--- src/rtl/uart_fifo_tx.sv ---
// Transmit-side FIFO consumer: pops one byte per frame from the TX FIFO and
// serialises it as an 8N1 frame (start, data LSB first, stop) on the tx line.
module uart_fifo_tx #(
    parameter int data_bits      = 8,
    parameter int clocks_per_bit = 16,
    parameter int counter_width  = 8
) (
    input  logic                 clock,
    input  logic                 reset,
    input  logic                 tx_enable,
    input  logic [data_bits-1:0] fifo_data_out,
    input  logic                 fifo_empty_flag,
    output logic                 fifo_read_flag,
    output logic                 tx,
    output logic                 busy,
    output logic                 tx_done
);

    localparam int INDEX_W = (data_bits > 1) ? $clog2(data_bits) : 1;
    localparam logic [counter_width-1:0] LAST_PERIOD = counter_width'(clocks_per_bit - 1);
    localparam logic [INDEX_W-1:0]       LAST_BIT    = INDEX_W'(data_bits - 1);

    typedef enum logic [1:0] {
        IDLE,
        START,
        DATA,
        STOP
    } state_t;

    state_t                 state;
    logic [counter_width-1:0] period;
    logic [INDEX_W-1:0]     bit_index;
    logic [data_bits-1:0]   shift_reg;

    logic                   period_end;
    logic [INDEX_W-1:0]     next_index;
    logic [counter_width-1:0] next_period;

    assign period_end  = (period == LAST_PERIOD);
    assign next_index  = bit_index + INDEX_W'(1);
    assign next_period = period + counter_width'(1);

    // The byte is latched at the start decision, so later changes on
    // fifo_data_out (including the post-pop head) never reach the line.
    always_ff @(posedge clock or posedge reset) begin
        if (reset) begin
            state          <= IDLE;
            period         <= '0;
            bit_index      <= '0;
            shift_reg      <= '0;
            fifo_read_flag <= 1'b0;
            tx             <= 1'b1;
            busy           <= 1'b0;
            tx_done        <= 1'b0;
        end else begin
            fifo_read_flag <= 1'b0;
            tx_done        <= 1'b0;
            case (state)
                IDLE: begin
                    tx <= 1'b1;
                    if (tx_enable && !fifo_empty_flag) begin
                        shift_reg      <= fifo_data_out;
                        fifo_read_flag <= 1'b1;
                        tx             <= 1'b0;
                        busy           <= 1'b1;
                        period         <= '0;
                        state          <= START;
                    end
                end
                START: begin
                    if (period_end) begin
                        period    <= '0;
                        bit_index <= '0;
                        tx        <= shift_reg[0];
                        state     <= DATA;
                    end else begin
                        period <= next_period;
                    end
                end
                DATA: begin
                    if (period_end) begin
                        period <= '0;
                        if (bit_index == LAST_BIT) begin
                            tx    <= 1'b1;
                            state <= STOP;
                        end else begin
                            bit_index <= next_index;
                            tx        <= shift_reg[next_index];
                        end
                    end else begin
                        period <= next_period;
                    end
                end
                STOP: begin
                    if (period_end) begin
                        // Returning to IDLE here costs one idle-high cycle
                        // before the next start decision.
                        period  <= '0;
                        busy    <= 1'b0;
                        tx_done <= 1'b1;
                        state   <= IDLE;
                    end else begin
                        period <= next_period;
                    end
                end
                default: begin
                    tx    <= 1'b1;
                    busy  <= 1'b0;
                    state <= IDLE;
                end
            endcase
        end
    end

endmodule

--- config.mk ---
export PLATFORM = sky130hd
export DESIGN_NAME = uart_fifo_tx
export DESIGN_NICKNAME = d
export VERILOG_FILES = /design/src/rtl/uart_fifo_tx.sv
export SDC_FILE = /design/constraint.sdc
export NUM_CORES = 1
export LEC_CHECK = 0
export CAP_MARGIN = 25
export CORE_MARGIN = 10
export CORE_UTILIZATION = 55
export CTS_CLUSTER_SIZE = 20
export DETAILED_ROUTE_END_ITERATION = 6
export MAX_ROUTING_LAYER = met4
export PLACE_DENSITY = 0.79
export SLEW_MARGIN = 10
export SYNTH_ARGS = -nofsm -noshare
export SYNTH_HDL_FRONTEND = slang
export SYNTH_SLANG_ARGS = --single-unit
--- constraint.sdc ---
create_clock -name clock -period 4.55 [get_ports clock]
set_input_delay 0.91 -clock clock [delete_from_list [all_inputs] [get_ports clock]]
set_output_delay 0.91 -clock clock [all_outputs]
set_load 0.01 [all_outputs]
==> results.yml <==
logic_synthesis:
  yosys.area_share.simple: 0.197
  synth_common_cells: "nand2_1, dfrtp_1, nor2_1, ha_1, inv_1"
  synth_top_cell_by_area: "dfrtp_1"
  synthAdderAreaFrac: 0.0748
  synth.area.top_cells: "dfrtp_1, nand2_1, ha_1"
  synth_edf_count: 0
  synth_top_family_by_area: "simple AND/OR/NAND/NOR gates"
  ys_warn_count: 0
  postSynthCellCount: 134
  synthArstFlopShare: 1.00
  synth-compound-area-share: 0.126
  synth-xor-area-share: 0.0393
  synth-seq-cells: 25
  syn_nets: 154
  avgSynthCellArea_um2: 9.99
  yosysTopAreaCellShare: 0.449
  synth_most_common_cell: "nand2_1"
  syn-cell-area_um2: 1340
  synth_ff_type: "dfrtp_1"
  yosysSeqAreaShare: 0.468
  synth_cell_types: 34
  synthMuxAreaShare: 0.0636
route:
  drtIter0Drc: 78
  drc_errors: 0
  dr_total_vias: 984
  totalWireLength_um: 2590
  drtAntennaViolNets: 0
  avgViaCountPerCell: 5.50
  routedWlPerCell_um: 14.5
  first_pass_iters: 4
power_and_ir_drop:
  p_leak_nw: 0.750
  irDropWorstVdd_mv: 0.182
  power.density_nw_per_um2: 216
clock_network:
  htreeDepth: 1
  cts_resized: 0
  cts_root_buf: "clkbuf_4"
  cts.sinks: 25
  postCtsSetupRepairBufs: 0
  cts_buffers: 3
  insertion_delay_ns: 0.31
  cts_tree: "built"
  cts_hold_buf: 0
  path_clk_slew_ns: 0.13
  clk_path_buf_depth: 2
timing:
  worst_slew_pin_slew_ns: 0.528
  tns_ns: 0
  hold-worst-slack_ns: 0.489
  skew_ns: 0.00294
  rsz0062_at_grt: "false"
  finalSetupViolations: 0
  relSlewSlack: 0.639
  max_clock_freq_mhz: 434
  fin_ws_ns: 2.25
  maxSlewViolCount: 0
  fin_crit_ns: 2.30
  hold_viol: 0
  finalCritPeriodShare: 0.507
floorplanning:
  dieArea_um2: 4810
  die_w_um: 69.3
  ios: 16
  std_cell_rows: 17
  core_um2: 2250
  die_h_um: 69.3
  start_util: 0.594
global_routing:
  grtUsageTotal: 0.111
  grt_pass1_vias: 1024
  grt_pass1_wl_um: 4460
  antenna_found_initial: 0
  grt_max_degree: 26
  overflow: 0
placed_design:
  portBuffers: 15
  pre_cts_slack_ns: 1.89
  gp_congestion: 0.803
  hpwl_um: 1920
critical_path:
  worstSetupStartpointType: "primary input"
  crit_chain: "clkdlybuf4s50_1, nand2b_1, a2111oi_0, xnor2_1, nor2_1"
  crit_fanout: 12
  crit_buf_inv: 1
  worstPathArrival_ns: 2.51
  cp-end-kind: "register"
  critical_path.top_delay_family: "compound AO/OA/AOI/OAI gates"
  cp_slowest_cell: "a2111oi_0"
  max_stage_delay_ns: 0.62
  path_class: "in2reg"
  r2r_slack_ns: 2.52
  critPathRequiredTime_ns: 4.76
final_layout:
  nets: 172
  fillerInstances: 193
  area_delta_synth_final_pct: 17.0
  multi_input_area_um2: 671
  drive_gt1_frac: 0.0728
  ff_latch_area_um2: 627
  diodes: 0
flow_run:
  cap_violations: 0
run_status:
  status: "finished, final reports clean"
min_path:
  hold_class: "reg2reg"
==> power breakdown <==
part	switching, mW	total [mW]	internal [mW]
clock	0.0629	0.0971	0.0342
combinational	0.00740	0.0185	0.0111
sequential	0	0.222	0.222
==> worst paths after layout <==
check | endpoint | from | cells after the start
max | period[7] | fifo_empty_flag | 5
min | shift_reg[5] | shift_reg[5] | 2
max reg2reg | tx | bit_index[0] | 5
min reg2reg | shift_reg[5] | shift_reg[5] | 2
max in group asynchronous | tx | reset | 3
min in group asynchronous | period[5] | reset | 2
==> cell type report <==
type / count / area share
repair buffers: 16 / 0.113
clock buffers: 4 / 0.0168
inverters: 8 / 0.0192
flip-flops and latches: 25 / 0.400
well taps: 28 / 0.0224
multi-input cells: 98 / 0.428
==> per-stage QoR <==
step	total power [mW]	util	std cells	cell area, µm²
6_report	0.338	0.695	179	1570
5_1_grt	0.355	0.695	179	1570
3_3_place_gp	0.242	0.671	174	1510
4_1_cts	0.340	0.683	178	1540
3_5_place_dp	0.242	0.671	174	1510
2_1_floorplan	0.232	-	134	1340
==> cell families after synthesis <==
kind of cell | after synthesis
AO/OA/AOI/OAI | 22
XOR/XNOR | 6
adder cells (fa/ha/maj) | 8
buffers and inverters | 11
flip-flops | 25
multiplexers | 7
AND/OR/NAND/NOR | 55
==> worst reg2reg max path: cells and delay by family, from the launching register on <==
kind | cells | cell delay [ns]
mux | 2 | 0.59
flops | 1 | 0.49
fa+ha+maj | 1 | 0.42
compound gates | 1 | 0.30
simple gates | 1 | 0.19
==> cell usage in the layout (no fill, tap or decap), types with 2 or more instances in the layout <==
cell	synthesis	routed
mux2_2	2	2
nor2b_1	2	2
nand3b_1	3	3
mux2i_1	4	4
clkbuf_4	0	3
a211oi_1	3	3
nand3_1	4	4
clkdlybuf4s50_1	0	15
xnor2_1	6	6
nand2_1	30	30
dfrtp_1	24	24
inv_1	7	7
o21ai_0	3	3
nor2_1	9	9
a21oi_1	3	3
a22o_1	5	5
ha_1	8	8
==> per-layer routing <==
metal / wire length [µm] / up-vias / share of wire / GRT usage
met2: 1240 / 20 / 0.48 / 0.168
met3: 121 / 2 / 0.047 / 0.0285
met4: 16 / 0 / 0.0062 / 0.0421
li1: - / 496 / - / -
met1: 1210 / 466 / 0.47 / 0.137
met5: 0 / - / 0 / -
(Power assumes the default switching activity.)
